### src/rtl/debug_reg_pkg.sv
// Shared definitions for the AXI4-Lite debug register bank: byte offsets of the register map,
// AXI response codes, CTRL field positions and the handshake FSM encodings.
package debug_reg_pkg;

    localparam int OFF_ID       = 'h00;
    localparam int OFF_VER      = 'h04;
    localparam int OFF_CTRL     = 'h08;
    localparam int OFF_STICKY   = 'h0C;
    localparam int OFF_RAW      = 'h10;
    localparam int OFF_CNT      = 'h14;
    localparam int OFF_SCRATCH0 = 'h20;

    localparam logic [1:0] RESP_OKAY   = 2'b00;
    localparam logic [1:0] RESP_SLVERR = 2'b10;

    localparam int CTRL_SFT_RST_BIT = 0;

    localparam logic [2:0] WS_IDLE    = 3'd0;
    localparam logic [2:0] WS_HAVE_AW = 3'd1;
    localparam logic [2:0] WS_HAVE_W  = 3'd2;
    localparam logic [2:0] WS_COMMIT  = 3'd3;
    localparam logic [2:0] WS_RESP    = 3'd4;

    localparam logic RS_IDLE = 1'b0;
    localparam logic RS_RESP = 1'b1;

    typedef enum logic [2:0] {
        SEL_ID,
        SEL_VER,
        SEL_CTRL,
        SEL_STICKY,
        SEL_RAW,
        SEL_CNT,
        SEL_SCRATCH,
        SEL_NONE
    } reg_sel_t;

endpackage

### src/rtl/sft_rst_pulse_gen.sv
// Retriggerable soft-reset pulse: a load (re)arms the down-counter and the registered output
// stays high for exactly RST_CYCLES cycles after the most recent load.
module sft_rst_pulse_gen #(
    parameter int RST_CYCLES = 16
) (
    input  logic i_clk,
    input  logic i_rst,
    input  logic i_load,
    output logic o_sft_rst
);

    localparam int CNT_W = $clog2(RST_CYCLES + 1);

    logic [CNT_W-1:0] r_cnt;
    logic             r_sft_rst;

    // Output is registered, so it looks one count ahead: it drops on the edge where r_cnt reaches 0.
    always_ff @(posedge i_clk or posedge i_rst) begin
        if (i_rst) begin
            r_cnt     <= '0;
            r_sft_rst <= 1'b0;
        end else if (i_load) begin
            r_cnt     <= CNT_W'(RST_CYCLES);
            r_sft_rst <= 1'b1;
        end else begin
            if (r_cnt != '0) begin
                r_cnt <= r_cnt - CNT_W'(1);
            end
            r_sft_rst <= (r_cnt > CNT_W'(1));
        end
    end

    assign o_sft_rst = r_sft_rst;

endmodule

### src/rtl/debug_reg_bank.sv
// AXI4-Lite debug register bank: ID/version, W1C sticky events, raw status, soft-reset pulse
// with saturating trigger counter, and byte-strobed scratch registers.
module debug_reg_bank
    import debug_reg_pkg::*;
#(
    parameter int          ADDR_W     = 12,
    parameter int          N_STATUS   = 4,
    parameter int          N_SCRATCH  = 4,
    parameter logic [31:0] ID_VALUE   = 32'h0123_4567,
    parameter logic [31:0] VER_VALUE  = 32'h89ab_cdef,
    parameter int          RST_CYCLES = 16
) (
    input  logic                axi_clk,
    input  logic                axi_rst,
    input  logic                s_axi_lite_awvalid,
    input  logic [ADDR_W-1:0]   s_axi_lite_awaddr,
    output logic                s_axi_lite_awready,
    input  logic                s_axi_lite_wvalid,
    input  logic [31:0]         s_axi_lite_wdata,
    input  logic [3:0]          s_axi_lite_wstrb,
    output logic                s_axi_lite_wready,
    output logic                s_axi_lite_bvalid,
    output logic [1:0]          s_axi_lite_bresp,
    input  logic                s_axi_lite_bready,
    input  logic                s_axi_lite_arvalid,
    input  logic [ADDR_W-1:0]   s_axi_lite_araddr,
    output logic                s_axi_lite_arready,
    output logic                s_axi_lite_rvalid,
    output logic [31:0]         s_axi_lite_rdata,
    output logic [1:0]          s_axi_lite_rresp,
    input  logic                s_axi_lite_rready,
    input  logic [N_STATUS-1:0] sts_evt_i,
    input  logic [N_STATUS-1:0] sts_raw_i,
    output logic                sft_rst
);

    localparam int WIDX_W = ADDR_W - 2;
    localparam int SIDX_W = (N_SCRATCH > 1) ? $clog2(N_SCRATCH) : 1;

    logic [2:0]          r_wstate;
    logic                r_rstate;
    logic [WIDX_W-1:0]   r_awidx;
    logic [31:0]         r_wdata;
    logic [3:0]          r_wstrb;
    logic [1:0]          r_bresp;
    logic [1:0]          r_rresp;
    logic [31:0]         r_rdata;
    logic [N_STATUS-1:0] r_sticky;
    logic [31:0]         r_scratch [N_SCRATCH];
    logic [31:0]         r_sft_cnt;

    logic [WIDX_W-1:0]   w_aridx;
    logic [WIDX_W-1:0]   w_rd_off;
    logic [WIDX_W-1:0]   w_wr_off;
    logic [SIDX_W-1:0]   w_rd_sidx;
    logic [SIDX_W-1:0]   w_wr_sidx;
    reg_sel_t            w_rd_sel;
    reg_sel_t            w_wr_sel;
    logic [31:0]         w_rd_data;
    logic                w_commit;
    logic                w_trigger;
    logic [N_STATUS-1:0] w_sticky_clr;
    logic                w_unused;

    function automatic reg_sel_t decode(input logic [WIDX_W-1:0] idx);
        reg_sel_t sel;
        sel = SEL_NONE;
        if (idx == WIDX_W'(OFF_ID / 4))          sel = SEL_ID;
        else if (idx == WIDX_W'(OFF_VER / 4))    sel = SEL_VER;
        else if (idx == WIDX_W'(OFF_CTRL / 4))   sel = SEL_CTRL;
        else if (idx == WIDX_W'(OFF_STICKY / 4)) sel = SEL_STICKY;
        else if (idx == WIDX_W'(OFF_RAW / 4))    sel = SEL_RAW;
        else if (idx == WIDX_W'(OFF_CNT / 4))    sel = SEL_CNT;
        else if (idx >= WIDX_W'(OFF_SCRATCH0 / 4) &&
                 idx <  WIDX_W'(OFF_SCRATCH0 / 4 + N_SCRATCH)) sel = SEL_SCRATCH;
        return sel;
    endfunction

    assign w_aridx   = s_axi_lite_araddr[ADDR_W-1:2];
    assign w_rd_sel  = decode(w_aridx);
    assign w_wr_sel  = decode(r_awidx);
    assign w_rd_off  = w_aridx - WIDX_W'(OFF_SCRATCH0 / 4);
    assign w_wr_off  = r_awidx - WIDX_W'(OFF_SCRATCH0 / 4);
    assign w_rd_sidx = w_rd_off[SIDX_W-1:0];
    assign w_wr_sidx = w_wr_off[SIDX_W-1:0];

    assign w_commit     = (r_wstate == WS_COMMIT);
    assign w_trigger    = w_commit && (w_wr_sel == SEL_CTRL) && r_wdata[CTRL_SFT_RST_BIT];
    assign w_sticky_clr = (w_commit && w_wr_sel == SEL_STICKY) ? r_wdata[N_STATUS-1:0] : '0;

    always_comb begin
        w_rd_data = '0;
        case (w_rd_sel)
            SEL_ID:      w_rd_data = ID_VALUE;
            SEL_VER:     w_rd_data = VER_VALUE;
            SEL_STICKY:  w_rd_data[N_STATUS-1:0] = r_sticky;
            SEL_RAW:     w_rd_data[N_STATUS-1:0] = sts_raw_i;
            SEL_CNT:     w_rd_data = r_sft_cnt;
            SEL_SCRATCH: w_rd_data = r_scratch[w_rd_sidx];
            default:     w_rd_data = '0;
        endcase
    end

    // Write channel: AW and W latch independently; the register commit happens in WS_COMMIT.
    always_ff @(posedge axi_clk or posedge axi_rst) begin
        if (axi_rst) begin
            r_wstate <= WS_IDLE;
            r_awidx  <= '0;
            r_wdata  <= '0;
            r_wstrb  <= '0;
            r_bresp  <= RESP_OKAY;
        end else begin
            case (r_wstate)
                WS_IDLE: begin
                    if (s_axi_lite_awvalid) r_awidx <= s_axi_lite_awaddr[ADDR_W-1:2];
                    if (s_axi_lite_wvalid) begin
                        r_wdata <= s_axi_lite_wdata;
                        r_wstrb <= s_axi_lite_wstrb;
                    end
                    if (s_axi_lite_awvalid && s_axi_lite_wvalid) r_wstate <= WS_COMMIT;
                    else if (s_axi_lite_awvalid)                 r_wstate <= WS_HAVE_AW;
                    else if (s_axi_lite_wvalid)                  r_wstate <= WS_HAVE_W;
                end
                WS_HAVE_AW: begin
                    if (s_axi_lite_wvalid) begin
                        r_wdata  <= s_axi_lite_wdata;
                        r_wstrb  <= s_axi_lite_wstrb;
                        r_wstate <= WS_COMMIT;
                    end
                end
                WS_HAVE_W: begin
                    if (s_axi_lite_awvalid) begin
                        r_awidx  <= s_axi_lite_awaddr[ADDR_W-1:2];
                        r_wstate <= WS_COMMIT;
                    end
                end
                WS_COMMIT: begin
                    r_bresp  <= (w_wr_sel == SEL_NONE) ? RESP_SLVERR : RESP_OKAY;
                    r_wstate <= WS_RESP;
                end
                WS_RESP: begin
                    if (s_axi_lite_bready) r_wstate <= WS_IDLE;
                end
                default: r_wstate <= WS_IDLE;
            endcase
        end
    end

    always_ff @(posedge axi_clk or posedge axi_rst) begin
        if (axi_rst) begin
            r_rstate <= RS_IDLE;
            r_rdata  <= '0;
            r_rresp  <= RESP_OKAY;
        end else begin
            case (r_rstate)
                RS_IDLE: begin
                    if (s_axi_lite_arvalid) begin
                        r_rdata  <= w_rd_data;
                        r_rresp  <= (w_rd_sel == SEL_NONE) ? RESP_SLVERR : RESP_OKAY;
                        r_rstate <= RS_RESP;
                    end
                end
                default: begin
                    if (s_axi_lite_rready) r_rstate <= RS_IDLE;
                end
            endcase
        end
    end

    // Event set is OR-ed in after the W1C mask so a same-cycle event survives a clear.
    always_ff @(posedge axi_clk or posedge axi_rst) begin
        if (axi_rst) begin
            r_sticky  <= '0;
            r_sft_cnt <= '0;
            for (int i = 0; i < N_SCRATCH; i++) r_scratch[i] <= '0;
        end else begin
            r_sticky <= (r_sticky & ~w_sticky_clr) | sts_evt_i;
            if (w_trigger && r_sft_cnt != 32'hFFFF_FFFF) r_sft_cnt <= r_sft_cnt + 32'd1;
            if (w_commit && w_wr_sel == SEL_SCRATCH) begin
                for (int b = 0; b < 4; b++) begin
                    if (r_wstrb[b]) r_scratch[w_wr_sidx][8*b +: 8] <= r_wdata[8*b +: 8];
                end
            end
        end
    end

    sft_rst_pulse_gen #(
        .RST_CYCLES (RST_CYCLES)
    ) u_pulse (
        .i_clk     (axi_clk),
        .i_rst     (axi_rst),
        .i_load    (w_trigger),
        .o_sft_rst (sft_rst)
    );

    assign s_axi_lite_awready = (r_wstate == WS_IDLE) || (r_wstate == WS_HAVE_W);
    assign s_axi_lite_wready  = (r_wstate == WS_IDLE) || (r_wstate == WS_HAVE_AW);
    assign s_axi_lite_bvalid  = (r_wstate == WS_RESP);
    assign s_axi_lite_bresp   = r_bresp;
    assign s_axi_lite_arready = (r_rstate == RS_IDLE);
    assign s_axi_lite_rvalid  = (r_rstate == RS_RESP);
    assign s_axi_lite_rdata   = r_rdata;
    assign s_axi_lite_rresp   = r_rresp;

    assign w_unused = ^{s_axi_lite_awaddr[1:0], s_axi_lite_araddr[1:0], w_rd_off, w_wr_off};

endmodule
### config.mk
export PLATFORM = sky130hd
export DESIGN_NAME = debug_reg_bank
export DESIGN_NICKNAME = d
export VERILOG_FILES = /design/src/rtl/debug_reg_pkg.sv /design/src/rtl/sft_rst_pulse_gen.sv /design/src/rtl/debug_reg_bank.sv
export SDC_FILE = /design/constraint.sdc
export NUM_CORES = 1
export LEC_CHECK = 0
export CAP_MARGIN = 40
export CORE_UTILIZATION = 57
export CTS_BUF_LIST = sky130_fd_sc_hd__clkbuf_4 sky130_fd_sc_hd__clkbuf_8 sky130_fd_sc_hd__clkbuf_16
export CTS_CLUSTER_DIAMETER = 150
export DETAILED_ROUTE_END_ITERATION = 6
export GPL_TIMING_DRIVEN = 0
export PLACE_DENSITY = 0.8
export SKIP_CTS_REPAIR_TIMING = 1
export SLEW_MARGIN = 40
export SYNTH_ARGS = -nofsm -noshare
export SYNTH_HDL_FRONTEND = slang
export SYNTH_SLANG_ARGS = --single-unit
### constraint.sdc
create_clock -name axi_clk -period 14.25 [get_ports axi_clk]
set_input_delay 4.275 -clock axi_clk [delete_from_list [all_inputs] [get_ports axi_clk]]
set_output_delay 4.275 -clock axi_clk [all_outputs]
set_load 0.02 [all_outputs]
* Word-level counts from Yosys, hierarchy flattened
Cells that the tools add are included.
** Operators by class
- $add $sub $neg :: 4
- Magnitude comparators :: 8
- Equality and inequality tests :: 29
- Muxes and demuxes :: 54
- Bitwise gates (word level) :: 6
- Reductions and logical operators :: 23
** Operators with widths (number)
- 128-bit 2-to-1 mux :: 7
- 128-bit bitwise mux :: 4
- 32-bit demux with 2-bit select :: 4
- 28-bit one-hot mux with 4 select lines :: 1
- 32-bit 2-to-1 mux :: 3
- 32-bit binary-select mux with 2-bit select :: 1
- 3-bit 2-to-1 mux :: 14
- 10-bit by 2-bit equality test with 1-bit output (second input constant) :: 4
- 10-bit by 3-bit equality test with 1-bit output (second input constant) :: 4
- 32-bit by 1-bit adder with 32-bit output (second input constant) :: 1
- 32-bit inequality test (second input constant) :: 1
- 24-bit 2-to-1 mux :: 1
- 4-bit one-hot mux with 6 select lines :: 1
- 3-bit equality test (second input constant) :: 7
- 10-bit by 1-bit equality test with 1-bit output (second input constant) :: 2
- 10-bit by 4-bit greater-or-equal comparator with 1-bit output (second input constant) :: 2
- 10-bit zero test :: 2
- 10-bit by 4-bit < comparator with 1-bit output (second input constant) :: 2
- 16-bit 2-to-1 mux :: 1
- 3-bit by 2-bit equality test with 1-bit output (second input constant) :: 5
- 3-bit one-hot mux with 5 select lines :: 1
- 2-bit 2-to-1 mux :: 6
- 5-bit 2-to-1 mux :: 2
- 1-bit logical AND :: 9
- 24 further kinds :: 39
** Storage, ports and cells
- Bits in registers :: 256
- Word-level logic and storage cells :: 140

* Depth between registers and ports, before layout
Gate-level depths: netlist of run 1.
- Word-level depth :: 20
- Mapped depth :: 7
- Gate-level depth less buffers :: 5

* Modules after synthesis
A second synthesis of run 1 with hierarchy kept.
** Unflattened totals
- Cells, all modules :: 842
- Area total of the unflattened synthesis :: 11195.7 µm²
** By module, submodules not included
- debug_reg_bank :: instances 1, cells an instance 813, area each 10891.7 µm², sequential area each 6206.0 µm²
- sft_rst_pulse_gen :: instances 1, cells an instance 29, area each 304.0 µm², sequential area each 150.1 µm²

* Least setup slack after synthesis of run 1
No wires, ideal clock.
- Path kind :: input-to-reg
- Start :: input s_axi_lite_araddr[2]
- End :: register r_rdata[22], in the netlist s_axi_lite_rdata[22]
- Library setup time :: 126 ps
- Data arrival time :: 5855 ps
- Data required time :: 14124 ps
- Setup slack :: 8269 ps
- Cell stages on the path :: 5
- Path through :: buf_2 clkbuf_1 mux4_2 a221oi_1 nor2_1
** Between the ends
- Cells in the longest elaborated chain, start to end :: 11
- Elaborated cells on any way between the ends :: 26
- Those cells by class :: add/sub (1); order compare (2); eq/ne (8); mux (11); bitwise (1); reduce/logical (3)
** Ends and longest elaborated chain
- start: declaration :: line debug_reg_bank.sv:26 : input logic [ADDR_W-1:0] s_axi_lite_araddr,
- 10-bit by 4-bit greater-or-equal comparator with 1-bit output / 10-bit by 4-bit < comparator with 1-bit output (equally long branches) :: line debug_reg_bank.sv:74, debug_reg_bank.sv:75
- 1-bit logical AND :: line debug_reg_bank.sv:74 : else if (idx >= WIDX_W'(OFF_SCRATCH0 / 4) &&
- 1-bit 2-to-1 mux :: line debug_reg_bank.sv:74
- 2-bit 2-to-1 mux :: line debug_reg_bank.sv:73 : else if (idx == WIDX_W'(OFF_CNT / 4)) sel = SEL_CNT;
- 2-bit 2-to-1 mux :: line debug_reg_bank.sv:72 : else if (idx == WIDX_W'(OFF_RAW / 4)) sel = SEL_RAW;
- 3-bit 2-to-1 mux :: line debug_reg_bank.sv:71 : else if (idx == WIDX_W'(OFF_STICKY / 4)) sel = SEL_STICKY;
- 3-bit 2-to-1 mux :: line debug_reg_bank.sv:70 : else if (idx == WIDX_W'(OFF_CTRL / 4)) sel = SEL_CTRL;
- 3-bit 2-to-1 mux :: line debug_reg_bank.sv:69 : else if (idx == WIDX_W'(OFF_VER / 4)) sel = SEL_VER;
- 3-bit 2-to-1 mux :: line debug_reg_bank.sv:68 : if (idx == WIDX_W'(OFF_ID / 4)) sel = SEL_ID;
- 3-bit equality test, or another cell as far along :: line debug_reg_bank.sv:93 : case (w_rd_sel)
- 28-bit one-hot mux with 4 select lines * :: line debug_reg_bank.sv:93
- end signal: assignment :: line debug_reg_bank.sv:158 : r_rdata <= w_rd_data;
- end: declaration :: line debug_reg_bank.sv:47 : logic [31:0] r_rdata;
Mark *: on every way between the ends. The rest lies on a longest branch, timed or not. The select of a mux whose other input is x is not followed.
A chain may end at the register's enable or synchronous reset.

* Worst setup path in the final report of run 1
- Start :: input s_axi_lite_araddr[2]
- End :: register r_rdata[30], in the netlist s_axi_lite_rdata[30]
Same word-level chain as after synthesis.

==> flow_metrics.tcl, run 1 <==
set metrics [dict create \
    outcome "complete, no violations" \
    num_rows 51 \
    synth_edf_count 0 \
    syn_inst 869 \
    crit_buf_inv 3 \
    fp.coreArea_mm2 0.01965 \
    cpPeakStageDelay_ns 0.63 \
    worstSetupPathType "primary input to flip-flop" \
    cts_tree "yes" \
    final_cell_area_mm2 0.01405 \
    timing.hold.ws_ns 0.4842 \
    post-place-ws_ns 7.348 \
    io_buffers 109 \
    hold_viol 0 \
    synth_area_mm2 0.01151 \
    yosysUniqueCellTypes 63 \
    ctsRootBufferMaster "clkbuf_16" \
    cp-end-kind "flip-flop" \
    die_h_um 144.1 \
    clock_path_buffers 3 \
    required_ns 14.66 \
    postRouteAntennaNets 0 \
    pin_count 117 \
    dr.pass1.iters 5 \
    crit_chain "clkdlybuf4s50_1 > buf_2 > clkbuf_2 > mux4_2 > a221oi_1 > nor2_1" \
    syn2layout_area_growth_pct 22.09 \
    p_per_area_mw_per_mm2 146.5 \
    die_w_um 144.1 \
    period_share 0.4500 \
    drt_first_iter_violations 477 \
    clk_latency_ns 0.54 \
    synthArstFlopShare 1.000 \
    final-setup-viol-count 0 \
    drcViolationCount 0 \
    cap_violations 0 \
    cpLargestDelayFamily "buffers and inverters" \
    num_antenna_cells 0 \
    wl_per_cell_um 20.77 \
    antenna_found_initial 0 \
    grt_pass1_wl_mm 43.35 \
    num_vias 7777 \
    slew_headroom 0.4270 \
    clock_skew_ns 0.01174 \
    dieArea_mm2 0.02076 \
    yosysWarnings 0 \
    grt_pass1_vias 7966 \
    rsz0062_at_grt "no" \
    min_period_ns 6.412 \
    path_clk_slew_ns 0.06 \
    setup_ws_ns 7.838 \
    grt.overflow.total 0 \
    routed_via_density 5.996 \
    peakVddDrop_uv 97.11 \
    p_total_mw 2.058 \
    leakagePower_nw 6.369 \
    placed_cell_area_mm2 0.01302 \
    dp_hpwl_mm 18.88 \
    maxSlewViolCount 0 \
    worst_slew_pin_slew_ns 0.8594 \
    htree_num_levels 1 \
    hold_path_class "flip-flop to flip-flop" \
    numCtsBuffers 28 \
    critical_path_arrival_ns 6.82 \
    initial_utilization 0.5854 \
    grt_max_degree 73 \
    drive_gt1_frac 0.2820 \
    wl_mm 26.94 \
    cpMaxStageDelayCell "mux4_2" \
    ys_ff_latch 254 \
    avgSynthCellArea_um2 13.24 \
    synth.yosys.seq_area_share 0.5524 \
    synth-main-ff-cell "dfrtp_1" \
    place_congestion 0.9414 \
    cp_max_fo 10 \
    clock-sinks 254 \
    grt_use_total 0.2761 \
    startpoint_type "primary input" \
    max_freq_mhz 156.0 \
    nets 1091 \
]
==> placed cells by master, fill, tap and decap left out, types with 16 or more instances in the layout <==
cell             instances
nor2_1                  43
xnor2_1                 16
nand2_1                 54
clkbuf_16               29
mux2_2                 175
mux4_2                  25
clkdlybuf4s50_1        109
nand3_1                 17
inv_1                   18
dfrtp_1                254
o21ai_0                 17
clkbuf_1                19
==> path summary, 6_finish.rpt <==
path                                              from                                to  slack (ns)  cells after the start
worst max-delay path              s_axi_lite_araddr[2]  s_axi_lite_rdata[30]$_DFFE_PP0P_        7.84                      6
worst min-delay path             r_sticky[1]$_DFF_PP0_             r_sticky[1]$_DFF_PP0_        0.48                      1
worst max register to register  r_awidx[0]$_DFFE_PP0P_         r_sft_cnt[31]$_DFFE_PP0P_       11.69                      5
worst min register to register   r_sticky[1]$_DFF_PP0_             r_sticky[1]$_DFF_PP0_        0.48                      1
max in group asynchronous                      axi_rst        r_scratch[122]$_DFFE_PP0P_        9.04                      4
min in group asynchronous                      axi_rst             r_sticky[0]$_DFF_PP0_        4.16                      2
==> per-layer routing <==
metal  wire, µm  up-vias  part of all wire  global-route usage
li1           -     3482                 -                   -
met1      11670     3967              0.43              0.3772
met2      12850      270              0.48              0.4493
met3       1766       58             0.066             0.05464
met4        665        0             0.025             0.08119
met5          0        -                 0                   0
==> worst register-to-register path: stages, from the launching register on <==
cell and delay [ns]:
dfrtp_1 0.43, nor4b_1 0.39, nand4_2 0.46, a211oi_1 0.79
nand4_1 0.20, xnor2_1 0.16
==> power by group <==
| part | internal (mW) | switching [mW] |
|---|---|---|
| logic | 0.184 | 0.157 |
| clock network | 0.491 | 0.283 |
| registers | 0.827 | 0.117 |
==> per-stage QoR <==
step / std cells / utilization / setup TNS, ns
floorplan: 870 / - / 0
global placement: 1244 / 0.6580 / -5.027
detailed placement: 1247 / 0.6627 / 0
CTS: 1297 / 0.7144 / 0
global route: 1297 / 0.7147 / 0
finish: 1297 / 0.7147 / 0
==> cell usage after synthesis (4+ instances only) <==
library cell	instances	area [µm²]
dfrtp_1	254	6356
nand3_1	17	85.08
o21a_1	9	67.56
a32o_1	7	70.07
a21oi_1	15	75.07
and4_1	6	52.55
and3_1	12	75.07
nor2_1	43	161.4
o22ai_1	7	43.79
and2_1	5	31.28
a22oi_1	12	90.09
xor2_1	13	113.9
nand2_1	54	202.7
inv_1	19	71.32
nor2b_1	8	50.05
mux2i_1	10	100.1
buf_6	7	78.83
mux4_2	25	563.0
nand4_1	11	68.82
o21ai_0	17	85.08
mux2_2	175	1971
buf_2	9	45.04
a21o_1	5	37.54
clkbuf_1	20	75.07
xnor2_1	16	140.1
ha_1	4	50.05
a21boi_0	4	30.03
nor3_1	15	75.07
a221oi_1	15	131.4
buf_1	4	15.01
==> flip-flops by register name, indices dropped and copies added, names as in the netlist <==
register           count
r_scratch            128
r_sft_cnt             32
r_wdata               32
s_axi_lite_rdata      32
r_awidx               10
u_pulse.r_cnt          5
r_sticky               4
r_wstrb                4
r_wstate               3
s_axi_lite_bresp       1
s_axi_lite_rresp       1
s_axi_lite_rvalid      1
u_pulse.o_sft_rst      1
==> logic make-up (layout without fill, tap and decap cells) <==
| logic type | count (synthesis) | count (layout) | synth area share |
|---|---|---|---|
| xor+xnor | 29 | 29 | 0.02207 |
| flops | 254 | 254 | 0.5524 |
| mux | 211 | 211 | 0.2299 |
| other cells | 1 | 2 | 0.0003259 |
| fa+ha+maj | 4 | 4 | 0.004350 |
| simple gates | 204 | 204 | 0.09885 |
| buf+inv | 62 | 224 | 0.02675 |
| compound gates | 104 | 104 | 0.06536 |
==> final cells by class <==
cell class | instances | area (µm²)
Sequential cell | 254 | 6356
Fill cell | 1398 | 5607
Multi-Input combinational cell | 554 | 4852
Timing Repair Buffer | 112 | 1174
Clock buffer | 41 | 865.8
Tap cell | 265 | 331.6
Buffer | 43 | 237.7
Clock inverter | 9 | 151.4
Inverter | 19 | 78.83
Note: power is estimated with default switching activity, not from simulation.
==> inputs of run 2 (changes only) <==
--- a/config.mk
+++ b/config.mk
@@ -6,12 +6,12 @@
 export NUM_CORES = 1
 export LEC_CHECK = 0
 export CAP_MARGIN = 40
-export CORE_UTILIZATION = 57
+export CORE_UTILIZATION = 52
 export CTS_BUF_LIST = sky130_fd_sc_hd__clkbuf_4 sky130_fd_sc_hd__clkbuf_8 sky130_fd_sc_hd__clkbuf_16
 export CTS_CLUSTER_DIAMETER = 150
 export DETAILED_ROUTE_END_ITERATION = 6
 export GPL_TIMING_DRIVEN = 0
-export PLACE_DENSITY = 0.8
+export PLACE_DENSITY = 0.77
 export SKIP_CTS_REPAIR_TIMING = 1
 export SLEW_MARGIN = 40
 export SYNTH_ARGS = -nofsm -noshare
==> constraint.sdc (replaced) <==
create_clock -name axi_clk -period 5.2 [get_ports axi_clk]
set_input_delay 1.56 -clock axi_clk [delete_from_list [all_inputs] [get_ports axi_clk]]
set_output_delay 1.56 -clock axi_clk [all_outputs]
set_load 0.02 [all_outputs]
==> run 2 against run 1 <==
Non-clock buffer count increased by 8; hold slack gained 0.0029 ns; critical path depth unchanged; largest power group unchanged; via count decreased by 0.91%; sequential cell count unchanged; die area increased by 9.5%; count of clock-buffer cells in the layout is the same; critical path type unchanged; global-route usage decreased by 2.4 points; total power grew to 2.6 times the previous value.
==> flow_metrics.tcl, run 2 (synthesis gave the netlist of run 1 again) <==
set metrics [dict create \
    outcome "complete, no violations" \
    hold_path_class "flip-flop to flip-flop" \
    drcViolationCount 0 \
    cap_violations 0 \
    ctsRootBufferMaster "clkbuf_16" \
    clk_latency_ns 0.54 \
    reg2reg_slack_ns 2.66 \
    period_share 0.6942 \
    htree_num_levels 1 \
    largest-register "r_scratch" \
    syn2layout_area_growth_pct 22.48 \
    pin_count 117 \
    initial_utilization 0.5289 \
    wl_per_cell_um 20.59 \
    fillers 1671 \
    grt_use_total 0.2523 \
    num_antenna_cells 0 \
    final-setup-viol-count 0 \
    p_per_area_mw_per_mm2 383.5 \
    peakVddDrop_uv 262.1 \
    setup_ws_ns 1.590 \
    dp_hpwl_mm 19.71 \
    clock_skew_ns 0.01009 \
    max_freq_mhz 277.0 \
    nets 1098 \
    dr.pass1.iters 5 \
    slew_headroom 0.4048 \
    num_rows 54 \
    required_ns 5.61 \
    worstSetupPathType "primary input to flip-flop" \
    grt.overflow.total 0 \
    fin_util 0.6477 \
    grt_max_degree 27 \
    hold_viol 0 \
    post-place-ws_ns 1.057 \
    routed_via_density 5.851 \
    cp_max_fo 10 \
    grt_pass1_wl_mm 43.45 \
    num_vias 7706 \
    final_cell_mix "dfrtp_1, mux2_2, clkdlybuf4s50_1" \
    postRouteAntennaNets 0 \
    die_h_um 150.8 \
    drive_gt1_frac 0.2854 \
    path_clk_slew_ns 0.06 \
    largest_reg_flops 128 \
    numCtsBuffers 27 \
    dieArea_mm2 0.02273 \
    die_w_um 150.8 \
    critical_path_arrival_ns 4.02 \
    maxSlewViolCount 0 \
    post-place-cells 1270 \
    startpoint_type "primary input" \
    final_cells 1317 \
    grt_pass1_vias 8035 \
    wl_mm 27.12 \
    fp.coreArea_mm2 0.02176 \
    final_cell_area_mm2 0.01409 \
    p_total_mw 5.405 \
    rsz0062_at_grt "no" \
    cp-end-kind "flip-flop" \
    final_common_cell "dfrtp_1" \
    place_congestion 0.9218 \
    placed_cell_area_mm2 0.01323 \
    worst_slew_pin_slew_ns 0.8928 \
    antenna_found_initial 0 \
    io_buffers 109 \
    drt_first_iter_violations 409 \
    min_period_ns 3.610 \
    cts_tree "yes" \
    leakagePower_nw 6.379 \
    clock_path_buffers 3 \
    clock-sinks 254 \
]
-- run 2: changes by cell type in the layout (fill, tap and decap cells not counted), sizes merged --
cell	before	now
clkinvlp	0	1
bufinv	4	1
inv	20	19
buf	26	34
-- run 2: metal layers --
metal | share of wire | up-vias | GRT usage
li1 | - | 3479 | -
met4 | 0.030 | 0 | 0.08450
met3 | 0.062 | 63 | 0.05121
met1 | 0.43 | 3918 | 0.3408
met5 | 0 | - | 0
met2 | 0.48 | 246 | 0.4076
-- run 2: where the power goes --
part           total [mW]  switching [mW]  internal [mW]
logic               0.951           0.433          0.517
clock network        1.87           0.757           1.11
registers            2.58           0.319           2.27
total                5.40            1.51           3.90
-- run 2: area by class of cell --
cell class | count | area (µm²) | share of cell area
flip-flops and latches | 254 | 6356 | 0.4510
inverters | 19 | 75.07 | 0.005327
clock inverters | 6 | 58.81 | 0.004173
well taps | 280 | 350.3 | 0.02486
multi-input cells | 554 | 4852 | 0.3443
repair buffers | 120 | 1356 | 0.09624
plain buffers | 43 | 237.7 | 0.01687
clock buffers | 41 | 805.8 | 0.05718
-- run 2: worst paths after layout --
path / depth (start not counted) / to / from
max: 6 / s_axi_lite_rdata[28]$_DFFE_PP0P_ / s_axi_lite_araddr[2]
min: 1 / s_axi_lite_rdata[14]$_DFFE_PP0P_ / s_axi_lite_rdata[14]$_DFFE_PP0P_
max reg2reg: 4 / r_scratch[116]$_DFFE_PP0P_ / r_wstate[2]$_DFFE_PP0P_
min reg2reg: 1 / s_axi_lite_rdata[14]$_DFFE_PP0P_ / s_axi_lite_rdata[14]$_DFFE_PP0P_
max in group asynchronous: 7 / r_wdata[8]$_DFFE_PP0P_ / axi_rst
min in group asynchronous: 2 / u_pulse.r_cnt[2]$_DFFE_PP0P_ / axi_rst
-- run 2: worst max-delay path, cell delays in order --
cell and delay [ns]:
clkdlybuf4s50_1 0.55, buf_2 0.42, clkbuf_2 0.46, mux4_2 0.62, a221oi_1 0.34, nor2_1 0.07
-- run 2: metrics by stage --
| stage | hold WS, ns | TNS, ns |
|---|---|---|
| after floorplan | 0.4500 | 0 |
| after global placement | 0.4631 | -384.32 |
| after detailed placement | 0.4811 | 0 |
| after CTS | 0.4943 | 0 |
| after global routing | 0.5144 | 0 |
| final | 0.4870 | 0 |
